[src/rtl/multicycle_control_fsm.sv]
`default_nettype none
// ============================================================================
//  Module      : multicycle_control_fsm
//  Description : Multi-cycle main control sequencer for the RV32I core.
//                Decodes the instruction-register opcode, sequences one
//                datapath step per cycle, drives the memory handshake,
//                produces alu_op for ALU_control_unit, counts retired
//                instructions and traps on unsupported opcodes.
//  Revision    : 1.0 - initial release
// ============================================================================
module multicycle_control_fsm #(
   parameter int COUNT_W = 32
) (
   input  logic               clk,
   input  logic               rst_n,
   input  logic [6:0]         opcode,
   input  logic               mem_ready,
   input  logic               branch_taken,
   output logic               mem_req,
   output logic               mem_we,
   output logic               mem_addr_src,
   output logic               ir_write,
   output logic               pc_write,
   output logic               pc_src,
   output logic               reg_write,
   output logic [2:0]         alu_op,
   output logic [1:0]         alu_src_a,
   output logic [1:0]         alu_src_b,
   output logic [1:0]         result_src,
   output logic               illegal_instr,
   output logic [3:0]         state,
   output logic [COUNT_W-1:0] instr_retired
);

   // ALU_OP_* codes shared with ALU_control_unit (defs.v)
   localparam logic [2:0] c_ALU_OP_LW_SW_TYPE = 3'b000;
   localparam logic [2:0] c_ALU_OP_CB_TYPE    = 3'b001;
   localparam logic [2:0] c_ALU_OP_R_TYPE     = 3'b010;
   localparam logic [2:0] c_ALU_OP_I_TYPE     = 3'b011;
   localparam logic [2:0] c_ALU_OP_LUI_TYPE   = 3'b100;
   localparam logic [2:0] c_ALU_OP_AUIPC_TYPE = 3'b101;

   // RV32I major opcodes
   localparam logic [6:0] c_OPC_R      = 7'b0110011;
   localparam logic [6:0] c_OPC_I      = 7'b0010011;
   localparam logic [6:0] c_OPC_LUI    = 7'b0110111;
   localparam logic [6:0] c_OPC_AUIPC  = 7'b0010111;
   localparam logic [6:0] c_OPC_LOAD   = 7'b0000011;
   localparam logic [6:0] c_OPC_STORE  = 7'b0100011;
   localparam logic [6:0] c_OPC_BRANCH = 7'b1100011;
   localparam logic [6:0] c_OPC_JAL    = 7'b1101111;

   // Mux select encodings
   localparam logic [1:0] c_SRC_A_PC     = 2'b00;
   localparam logic [1:0] c_SRC_A_OLD_PC = 2'b01;
   localparam logic [1:0] c_SRC_A_RS1    = 2'b10;
   localparam logic [1:0] c_SRC_B_RS2    = 2'b00;
   localparam logic [1:0] c_SRC_B_IMM    = 2'b01;
   localparam logic [1:0] c_SRC_B_FOUR   = 2'b10;
   localparam logic [1:0] c_RES_ALUOUT   = 2'b00;
   localparam logic [1:0] c_RES_MEM      = 2'b01;
   localparam logic [1:0] c_RES_PC       = 2'b10;

   typedef enum logic [3:0] {
      S_IDLE      = 4'd0,
      S_FETCH     = 4'd1,
      S_DECODE    = 4'd2,
      S_EXEC_R    = 4'd3,
      S_EXEC_I    = 4'd4,
      S_EXEC_U    = 4'd5,
      S_MEM_ADDR  = 4'd6,
      S_MEM_READ  = 4'd7,
      S_MEM_WRITE = 4'd8,
      S_WB_ALU    = 4'd9,
      S_WB_MEM    = 4'd10,
      S_BRANCH    = 4'd11,
      S_JAL       = 4'd12,
      S_TRAP      = 4'd15
   } state_t;

   state_t               r_state;
   state_t               w_state_next;
   logic                 w_retire;
   logic                 w_in_fetch;
   logic                 w_in_branch;

   logic                 r_mem_req;
   logic                 r_mem_we;
   logic                 r_mem_addr_src;
   logic                 r_pc_write_jal;
   logic                 r_pc_src;
   logic                 r_reg_write;
   logic [2:0]           r_alu_op;
   logic [1:0]           r_alu_src_a;
   logic [1:0]           r_alu_src_b;
   logic [1:0]           r_result_src;
   logic                 r_illegal;
   logic [COUNT_W-1:0]   r_count;

   // Next-state selection; unused encodings fall into TRAP
   always_comb begin
      w_state_next = S_TRAP;
      case (r_state)
         S_IDLE:      w_state_next = S_FETCH;
         S_FETCH:     w_state_next = mem_ready ? S_DECODE : S_FETCH;
         S_DECODE: begin
            case (opcode)
               c_OPC_R:                   w_state_next = S_EXEC_R;
               c_OPC_I:                   w_state_next = S_EXEC_I;
               c_OPC_LUI, c_OPC_AUIPC:    w_state_next = S_EXEC_U;
               c_OPC_LOAD, c_OPC_STORE:   w_state_next = S_MEM_ADDR;
               c_OPC_BRANCH:              w_state_next = S_BRANCH;
               c_OPC_JAL:                 w_state_next = S_JAL;
               default:                   w_state_next = S_TRAP;
            endcase
         end
         S_EXEC_R:    w_state_next = S_WB_ALU;
         S_EXEC_I:    w_state_next = S_WB_ALU;
         S_EXEC_U:    w_state_next = S_WB_ALU;
         S_MEM_ADDR:  w_state_next = (opcode == c_OPC_STORE) ? S_MEM_WRITE : S_MEM_READ;
         S_MEM_READ:  w_state_next = mem_ready ? S_WB_MEM : S_MEM_READ;
         S_MEM_WRITE: w_state_next = mem_ready ? S_FETCH : S_MEM_WRITE;
         S_WB_ALU:    w_state_next = S_FETCH;
         S_WB_MEM:    w_state_next = S_FETCH;
         S_BRANCH:    w_state_next = S_FETCH;
         S_JAL:       w_state_next = S_FETCH;
         S_TRAP:      w_state_next = S_TRAP;
         default:     w_state_next = S_TRAP;
      endcase
   end

   // An instruction retires when its last step hands control back to FETCH;
   // the IDLE->FETCH start-up hop is deliberately excluded
   always_comb begin
      w_retire = 1'b0;
      if (w_state_next == S_FETCH) begin
         case (r_state)
            S_MEM_WRITE, S_WB_ALU, S_WB_MEM, S_BRANCH, S_JAL: w_retire = 1'b1;
            default:                                          w_retire = 1'b0;
         endcase
      end
   end

   // State, Moore outputs (decoded from the upcoming state) and retire counter
   always_ff @(posedge clk or negedge rst_n) begin
      if (!rst_n) begin
         r_state        <= S_IDLE;
         r_mem_req      <= 1'b0;
         r_mem_we       <= 1'b0;
         r_mem_addr_src <= 1'b0;
         r_pc_write_jal <= 1'b0;
         r_pc_src       <= 1'b0;
         r_reg_write    <= 1'b0;
         r_alu_op       <= c_ALU_OP_LW_SW_TYPE;
         r_alu_src_a    <= c_SRC_A_PC;
         r_alu_src_b    <= c_SRC_B_RS2;
         r_result_src   <= c_RES_ALUOUT;
         r_illegal      <= 1'b0;
         r_count        <= '0;
      end else begin
         r_state        <= w_state_next;
         r_mem_req      <= 1'b0;
         r_mem_we       <= 1'b0;
         r_mem_addr_src <= 1'b0;
         r_pc_write_jal <= 1'b0;
         r_pc_src       <= 1'b0;
         r_reg_write    <= 1'b0;
         r_alu_op       <= c_ALU_OP_LW_SW_TYPE;
         r_alu_src_a    <= c_SRC_A_PC;
         r_alu_src_b    <= c_SRC_B_RS2;
         r_result_src   <= c_RES_ALUOUT;
         r_illegal      <= 1'b0;
         case (w_state_next)
            S_FETCH: begin
               r_mem_req   <= 1'b1;
               r_alu_src_a <= c_SRC_A_PC;
               r_alu_src_b <= c_SRC_B_FOUR;
               r_alu_op    <= c_ALU_OP_LW_SW_TYPE;
            end
            S_DECODE: begin
               r_alu_src_a <= c_SRC_A_OLD_PC;
               r_alu_src_b <= c_SRC_B_IMM;
               r_alu_op    <= c_ALU_OP_LW_SW_TYPE;
            end
            S_EXEC_R: begin
               r_alu_src_a <= c_SRC_A_RS1;
               r_alu_src_b <= c_SRC_B_RS2;
               r_alu_op    <= c_ALU_OP_R_TYPE;
            end
            S_EXEC_I: begin
               r_alu_src_a <= c_SRC_A_RS1;
               r_alu_src_b <= c_SRC_B_IMM;
               r_alu_op    <= c_ALU_OP_I_TYPE;
            end
            S_EXEC_U: begin
               r_alu_src_a <= c_SRC_A_OLD_PC;
               r_alu_src_b <= c_SRC_B_IMM;
               r_alu_op    <= (opcode == c_OPC_LUI) ? c_ALU_OP_LUI_TYPE : c_ALU_OP_AUIPC_TYPE;
            end
            S_MEM_ADDR: begin
               r_alu_src_a <= c_SRC_A_RS1;
               r_alu_src_b <= c_SRC_B_IMM;
               r_alu_op    <= c_ALU_OP_LW_SW_TYPE;
            end
            S_MEM_READ: begin
               r_mem_req      <= 1'b1;
               r_mem_addr_src <= 1'b1;
            end
            S_MEM_WRITE: begin
               r_mem_req      <= 1'b1;
               r_mem_we       <= 1'b1;
               r_mem_addr_src <= 1'b1;
            end
            S_WB_ALU: begin
               r_reg_write  <= 1'b1;
               r_result_src <= c_RES_ALUOUT;
            end
            S_WB_MEM: begin
               r_reg_write  <= 1'b1;
               r_result_src <= c_RES_MEM;
            end
            S_BRANCH: begin
               r_alu_src_a <= c_SRC_A_RS1;
               r_alu_src_b <= c_SRC_B_RS2;
               r_alu_op    <= c_ALU_OP_CB_TYPE;
               r_pc_src    <= 1'b1;
            end
            S_JAL: begin
               r_reg_write    <= 1'b1;
               r_result_src   <= c_RES_PC;
               r_pc_write_jal <= 1'b1;
               r_pc_src       <= 1'b1;
            end
            S_TRAP: begin
               r_illegal <= 1'b1;
            end
            default: begin
               r_illegal <= 1'b0;
            end
         endcase
         if (w_retire) begin
            r_count <= r_count + COUNT_W'(1);
         end
      end
   end

   // FETCH loads IR/PC in the cycle memory answers; BRANCH commits the PC on the live compare
   assign w_in_fetch  = (r_state == S_FETCH);
   assign w_in_branch = (r_state == S_BRANCH);

   assign ir_write      = w_in_fetch & mem_ready;
   assign pc_write      = (w_in_fetch & mem_ready) | (w_in_branch & branch_taken) | r_pc_write_jal;
   assign mem_req       = r_mem_req;
   assign mem_we        = r_mem_we;
   assign mem_addr_src  = r_mem_addr_src;
   assign pc_src        = r_pc_src;
   assign reg_write     = r_reg_write;
   assign alu_op        = r_alu_op;
   assign alu_src_a     = r_alu_src_a;
   assign alu_src_b     = r_alu_src_b;
   assign result_src    = r_result_src;
   assign illegal_instr = r_illegal;
   assign state         = r_state;
   assign instr_retired = r_count;

endmodule
`default_nettype wire

[config.mk]
export PLATFORM = sky130hd
export DESIGN_NAME = multicycle_control_fsm
export DESIGN_NICKNAME = d
export VERILOG_FILES = /design/src/rtl/multicycle_control_fsm.sv
export SDC_FILE = /design/constraint.sdc
export NUM_CORES = 1
export LEC_CHECK = 0
export CORE_MARGIN = 1.5
export CORE_UTILIZATION = 30
export CTS_CLUSTER_DIAMETER = 100
export DETAILED_ROUTE_END_ITERATION = 10
export HOLD_SLACK_MARGIN = 0.12
export SETUP_SLACK_MARGIN = 0.15
export SLEW_MARGIN = 15
export SYNTH_ARGS = -nofsm -noshare
export SYNTH_HDL_FRONTEND = slang
export SYNTH_SLANG_ARGS = --single-unit
[constraint.sdc]
create_clock -name clk -period 4.55 [get_ports clk]
set_clock_uncertainty 0.1 [all_clocks]
set_input_delay 1.1375 -clock clk [delete_from_list [all_inputs] [get_ports clk]]
set_output_delay 1.1375 -clock clk [all_outputs]
set_load 0.005 [all_outputs]
== After elaboration in Yosys (flattened, before gate mapping) ==
Cells that the tools add are included.

* Reduce and logical (&&, ||, !) cells: 13
* Equal/unequal tests: 33
* Divide/modulo/power cells: 0
* $mul: 0
* Magnitude comparators: 0
* Shift operators: 0
* Bitwise gates (word level): 4
* Multiplexer cells: 20
* Add/subtract/negate cells: 1

{| class="wikitable"
|+ Operator list
! kind !! count
|-
| 4-bit equality test (second input constant) || 11
|-
| 32-bit by 1-bit adder with 32-bit output (second input constant) || 1
|-
| 4-bit by 3-bit equality test with 1-bit output (second input constant) || 8
|-
| 4-bit case mux with 7 select lines || 1
|-
| 4-bit case mux with 6 select lines || 1
|-
| 7-bit by 6-bit equality test with 1-bit output (second input constant) || 3
|-
| 4-bit by 2-bit equality test with 1-bit output (second input constant) || 4
|-
| 7-bit by 5-bit equality test with 1-bit output (second input constant) || 2
|-
| 7-bit equality test (second input constant) || 2
|-
| 4-bit two-way mux || 3
|-
| 2-bit case mux with 2 select lines || 3
|-
| 3-bit case mux with 4 select lines || 1
|-
| 1-bit two-way mux || 10
|-
| 2-bit OR reduction || 5
|-
| 5-bit OR reduction || 2
|-
| 3-bit OR reduction || 3
|-
| 4-bit by 1-bit equality test with 1-bit output (second input constant) || 2
|-
| 4-bit OR reduction || 2
|-
| 7-bit by 2-bit equality test with 1-bit output (second input constant) || 1
|-
| 4-bit logical NOT || 1
|-
| 1-bit bitwise AND || 2
|-
| 2-bit two-way mux || 1
|-
| 1-bit OR || 2
|}

* Bits in writable memories: 0
* Output and inout bits: 53
* Word-level logic and storage cells: 84
* Memories kept: 0
* Bits in registers: 52
* Latch bits: 0
* Memory bits (read-only): 0

== Longest topological paths before layout ==
Gate-level depths: netlist of the first run.

* Word-level depth: 7
* Depth in mapped cells: 8

== Least setup slack after synthesis of the first run ==
Ideal clock, no wire load.

* Kind: input-to-output
* Start point: in mem_ready
* End point: out ir_write
* Path buffers: 0
* Required time: 3313 ps
* Arrival: 1798 ps
* Setup slack: 1514 ps
* Cell stages on the path: 3
* Path through: nand2_1 > or4_1 > inv_1

* Longest elaborated chain between the ends: 1

{| class="wikitable"
|+ RTL lines
! what !! line !! text
|-
| start, declared || 17 || <nowiki>input logic mem_ready,</nowiki>
|-
| 1-bit bitwise AND || 251 || <nowiki>assign ir_write = w_in_fetch & mem_ready;</nowiki>
|-
| end, declared || 22 || <nowiki>output logic ir_write,</nowiki>
|}

Every way passes these cells.

== Worst setup path in the final report of the first run ==
Same ends and word-level chain as after synthesis.

==> results of run 1 <==
## kinds of logic after synthesis
kind of cell | Yosys count | share of synthesized area (%)
AOI/OAI and AO/OA | 28 | 10.71
and+or+nand+nor | 116 | 24.63
buffers and inverters | 18 | 3.168
DFF | 52 | 49.93
adders and majority gates | 1 | 0.4800
xor gates and xnor gates | 33 | 11.09
## power by group
group / internal [µW] / switching [µW] / total (µW)
clock: 110 / 160 / 270
combinational: 281 / 271 / 552
sequential: 536 / 99.9 / 636
## registers in the layout (all words and copies together) (netlist names)
register	count
alu_op	3
alu_src_a	2
alu_src_b	2
illegal_instr	1
instr_retired	32
mem_addr_src	1
mem_req	1
mem_we	1
pc_src	1
r_pc_write_jal	1
reg_write	1
result_src	2
state	4
## cell usage after synthesis, types with 2 or more instances
master / instances / area share (%)
o22ai_1: 2 / 0.48
and4_1: 4 / 1.3
or3_1: 4 / 0.96
xnor2_1: 20 / 6.7
nor3_1: 5 / 0.96
a21o_1: 2 / 0.58
buf_2: 3 / 0.58
nand2b_1: 4 / 0.96
nand4_1: 8 / 1.9
and3_1: 4 / 0.96
nor2_1: 19 / 2.7
or4_1: 3 / 0.86
o211ai_1: 2 / 0.58
dfrtp_1: 52 / 50
a2111oi_4: 2 / 2.1
inv_1: 9 / 1.3
nand3_1: 20 / 3.8
a21oi_1: 4 / 0.77
clkbuf_1: 3 / 0.43
nor4b_1: 4 / 1.3
o21a_1: 2 / 0.58
nand2_1: 27 / 3.9
xor2_1: 13 / 4.4
nor3b_1: 3 / 0.86
## through the flow
step | hold slack [ns] | utilization, % | std cells | setup slack [ns] | total power (µW)
2_1_floorplan | 0.3647 | - | 248 | 1.514 | 950.7
3_3_place_gp | 0.3622 | 40.07 | 409 | 0.3457 | 1197
3_5_place_dp | 0.3716 | 40.07 | 409 | 0.3381 | 1200
4_1_cts | 0.3860 | 41.14 | 417 | 0.3216 | 1474
5_1_grt | 0.4117 | 41.14 | 417 | 0.2213 | 1563
6_report | 0.3825 | 41.14 | 417 | 0.3176 | 1458
## how the worst min path moves through the flow
| stage | endpoint | slack [ns] |
|---|---|---|
| finish | instr_retired[31] | 0.38 |
| global route | instr_retired[13] | 0.41 |
| CTS | instr_retired[31] | 0.39 |
| detailed placement | instr_retired[31] | 0.37 |
| global placement | instr_retired[31] | 0.36 |
| floorplan | instr_retired[31] | 0.36 |
## area by class of cell
cell class                      count  area (µm²)
Clock inverter                      2       16.27
Tap cell                          105       131.4
Timing Repair Buffer               64       633.1
Sequential cell                    52        1301
Fill cell                         817        4885
Clock buffer                        6       72.57
Inverter                           10       37.54
Multi-Input combinational cell    178        1222
## critical path, cell delays in order
cell	delay (ns)
clkdlybuf4s50_1	0.55
nand2_1	0.13
or4_1	0.49
inv_1	0.17
clkdlybuf4s50_1	0.53
## layer usage
metal  vias to the layer above  track usage, %
li1                       1004               -
met1                       986           19.23
met2                        67           21.13
met3                         4           4.186
met4                         0           3.554
met5                         -               0
## placed cells by master (no fill, tap or decap), drive strengths merged, types with 3 or more instances in the layout
cell type / count
nand2: 27
xor2: 13
xnor2: 20
or3: 4
nand3: 20
inv: 10
and3: 4
nor4b: 4
or4: 3
nand2b: 4
nor3: 6
clkbuf: 6
dfrtp: 52
and4: 4
clkdlybuf4s50: 62
nor3b: 4
a21oi: 4
nand4: 8
nor2: 19
a2111oi: 3
==> results_dict.tcl, run 1 <==
set metrics [dict create \
    hold_buffers 0 \
    crit_end "ir_write" \
    gp_congestion 0.7569 \
    crit_path_start "mem_ready" \
    wl_met1_um 2859 \
    avgRoutedWirePerCell_um 14.31 \
    fp.dieH_um 96.21 \
    rsz0062_at_grt "false" \
    clockBufferDepth 2 \
    worst-r2r-setup-slack_ns 1.79 \
    start_kind "input pin" \
    postRouteAntennaNets 0 \
    fin_crit_ns 4.232 \
    rr_startpoint "state[1]" \
    synth.net_count 260 \
    async_flop_share_pct 100.0 \
    hp-start "instr_retired[31]" \
    dr_wl_met3_um 455 \
    setup_viol 0 \
    first_pass_iters 4 \
    status "completed" \
    clock_sinks 52 \
    clkTransAtPathRegs_ns 0.11 \
    critPathKind "input pin to primary output" \
    cts_resized 0 \
    nNetsFinal 323 \
    drc 0 \
    irDropWorstVdd_mv 0.2641 \
    arrival_ns 2.99 \
    grt_max_degree 32 \
    antenna_cells 0 \
    drtIter0Drc 42 \
    ios 64 \
    row_count 33 \
    worstPathMaxFanout 5 \
    synth-main-ff-cell "dfrtp_1" \
    required_ns 3.31 \
    core_mm2 0.008299 \
    p_leak_uw 0.001414 \
    io_buffers 63 \
    placedInstanceArea_mm2 0.003326 \
    cts_root_buf "clkbuf_8" \
    synth.avg_cell_area_um2 10.51 \
    wl_met2_um 2615 \
    worstHoldPathCells 1 \
    drv_cap 0 \
    dieArea_mm2 0.009255 \
    start_util_pct 31.40 \
    die_x_um 96.21 \
    routed.top_layer "met4" \
    hpwl_um 4435 \
    slew_headroom_pct 42.63 \
    layout-drive-gt1-share_pct 6.731 \
    hold_viol_final 0 \
    p_per_area_mw_per_mm2 427.1 \
    numCtsBuffers 5 \
    synthCells 248 \
    wl_um 5967 \
    vias_per_cell 4.942 \
    setup_tns_ns 0 \
    syn2layout_area_growth_pct 31.01 \
    synth_warnings 0 \
    stdcell_area_mm2 0.003415 \
    slew_violations 0 \
    regToRegEndpoint "alu_op[0]" \
    grt_overflow 0 \
    post-cts-setup-buffer-count 0 \
    first_global_vias 2006 \
    tightest_slew_ns 0.8568 \
    cts_htree_levels 2 \
    antenna_found_initial 0 \
    synth_seq_cells 52 \
    r2r_cells 4 \
    endpoint_kind "primary output" \
    clk-insertion-delay-late_ns 0.31 \
    synthDistinctLibCells 53 \
    via_count 2061 \
    track_usage_pct 13.91 \
    post-route-period-util_pct 93.02 \
    fmax_ghz 0.2363 \
    synth_edf_count 0 \
    mappedNetlistArea_mm2 0.002606 \
    cts_tree "yes" \
    grt_pass1_wl_um 9908 \
    ys_seq_area_share_pct 49.93 \
    holdCritPathClass "register to register" \
]
No activity file was read; power rests on OpenSTA's default activity.
==> inputs of run 2 (changes only) <==
- CORE_UTILIZATION: 30 -> 45
- PLACE_DENSITY: not set -> 0.74
==> run 2 against run 1 <==
Net effect: via count shrank 0.78%; non-clock buffer count is the same; maximum frequency grew 0.24%; flip-flop and latch count is the same; utilization grew 20 points; critical path type unchanged; critical path depth is the same; critical endpoint unchanged; first-iteration DRC count grew 55%; clock power grew 8.9%.
==> results_dict.tcl, run 2 (same netlist as run 1, synthesis figures left out) <==
set metrics [dict create \
    status "completed" \
    critPathKind "input pin to primary output" \
    placedInstanceArea_mm2 0.003284 \
    postRouteAntennaNets 0 \
    wl_um 5297 \
    slew_headroom_pct 49.90 \
    nNetsFinal 323 \
    required_ns 3.31 \
    syn2layout_area_growth_pct 29.81 \
    hpwl_um 3993 \
    worstPathMaxFanout 5 \
    core_mm2 0.005540 \
    final_cell_mix "clkdlybuf4s50_1 (62), dfrtp_1 (52), nand2_1 (27)" \
    cts_htree_levels 2 \
    fin_crit_ns 4.222 \
    setup_viol 0 \
    place_inst 376 \
    drtIter0Drc 65 \
    r2r_cells 4 \
    arrival_ns 2.98 \
    dieArea_mm2 0.006257 \
    p_per_area_mw_per_mm2 434.7 \
    tightest_slew_ns 0.7482 \
    worstHoldPathCells 1 \
    irDropWorstVdd_mv 0.3114 \
    row_count 27 \
    first_global_vias 1923 \
    avgRoutedWirePerCell_um 13.87 \
    clockBufferDepth 2 \
    drv_cap 0 \
    cts_resized 0 \
    start_util_pct 47.04 \
    holdCritPathClass "register to register" \
    hold_buffers 0 \
    endpoint_kind "primary output" \
    layout-drive-gt1-share_pct 6.452 \
    vias_per_cell 5.353 \
    antenna_found_initial 0 \
    grt_max_degree 53 \
    slew_violations 0 \
    final_common_cell "clkdlybuf4s50_1" \
    largest_reg_flops 32 \
    post-route-period-util_pct 92.80 \
    p_leak_uw 0.001423 \
    hold_viol_final 0 \
    cts_root_buf "clkbuf_8" \
    clk-insertion-delay-late_ns 0.29 \
    holdPathEnd "instr_retired[31]" \
    cts_tree "yes" \
    rr_startpoint "state[1]" \
    rsz0062_at_grt "false" \
    finalNonFillerCells 382 \
    hp-start "instr_retired[31]" \
    grt_overflow 0 \
    finalPower_uw 1471 \
    gp_congestion 0.7984 \
    io_buffers 63 \
    clkTransAtPathRegs_ns 0.09 \
    track_usage_pct 17.95 \
    numCtsBuffers 5 \
    regToRegEndpoint "alu_src_a[0]" \
    via_count 2045 \
    fp.dieH_um 79.10 \
    first_pass_iters 4 \
    stdcell_area_mm2 0.003383 \
    drc 0 \
    worst-r2r-setup-slack_ns 1.81 \
    start_kind "input pin" \
    post-cts-setup-buffer-count 0 \
    setup_tns_ns 0 \
    clock_sinks 52 \
    die_x_um 79.10 \
    fmax_ghz 0.2368 \
    antenna_cells 0 \
    grt_pass1_wl_um 8859 \
    ios 64 \
]
## run 2: changes by cell type in the layout (fill, tap and decap cells not counted)
cell / change
clkinv_4: -1
clkbuf_1: -1
clkinvlp_4: -1
bufinv_16: +1
## run 2: worst max path at each step
stage	endpoint	startpoint	depth (start not counted)
6_report	ir_write	mem_ready	5
5_1_grt	ir_write	mem_ready	5
4_1_cts	ir_write	mem_ready	5
3_5_place_dp	ir_write	mem_ready	5
3_3_place_gp	ir_write	mem_ready	5
2_1_floorplan	ir_write	mem_ready	3
## run 2: report_power, final
part	internal, µW	switching (µW)	total, µW
logic	280	261	542
clock network	158	136	294
registers	536	98.8	635
total	974	496	1470
## run 2: final cells by class
type / count / area [µm²]
Clock inverter: 1 / 30.03
Tap cell: 72 / 90.09
Timing Repair Buffer: 64 / 633.1
Multi-Input combinational cell: 178 / 1222
Sequential cell: 52 / 1301
Clock buffer: 5 / 68.82
Fill cell: 497 / 2157
Inverter: 10 / 37.54
## run 2: critical path, cell delays in order
cell             delay, ns
clkdlybuf4s50_1       0.54
nand2_1               0.12
or4_1                 0.51
inv_1                 0.16
clkdlybuf4s50_1       0.52
## run 2: layer usage
layer,track usage (%),up-vias,wire (µm),share of wire (%)
met5,0,-,0,0
met4,4.912,0,56,1.1
met3,4.483,6,305,5.8
met2,29.15,55,2482,47
met1,23.94,978,2452,46
li1,-,1006,-,-
## run 2: stage by stage
| stage | util, % | hold slack (ns) | worst slack, ns |
|---|---|---|---|
| floorplan | - | 0.3647 | 1.514 |
| global placement | 59.28 | 0.3570 | 0.3314 |
| detailed placement | 59.28 | 0.3716 | 0.3457 |
| CTS | 61.07 | 0.3878 | 0.3312 |
| global route | 61.07 | 0.3962 | 0.2450 |
| finish | 61.07 | 0.3799 | 0.3277 |
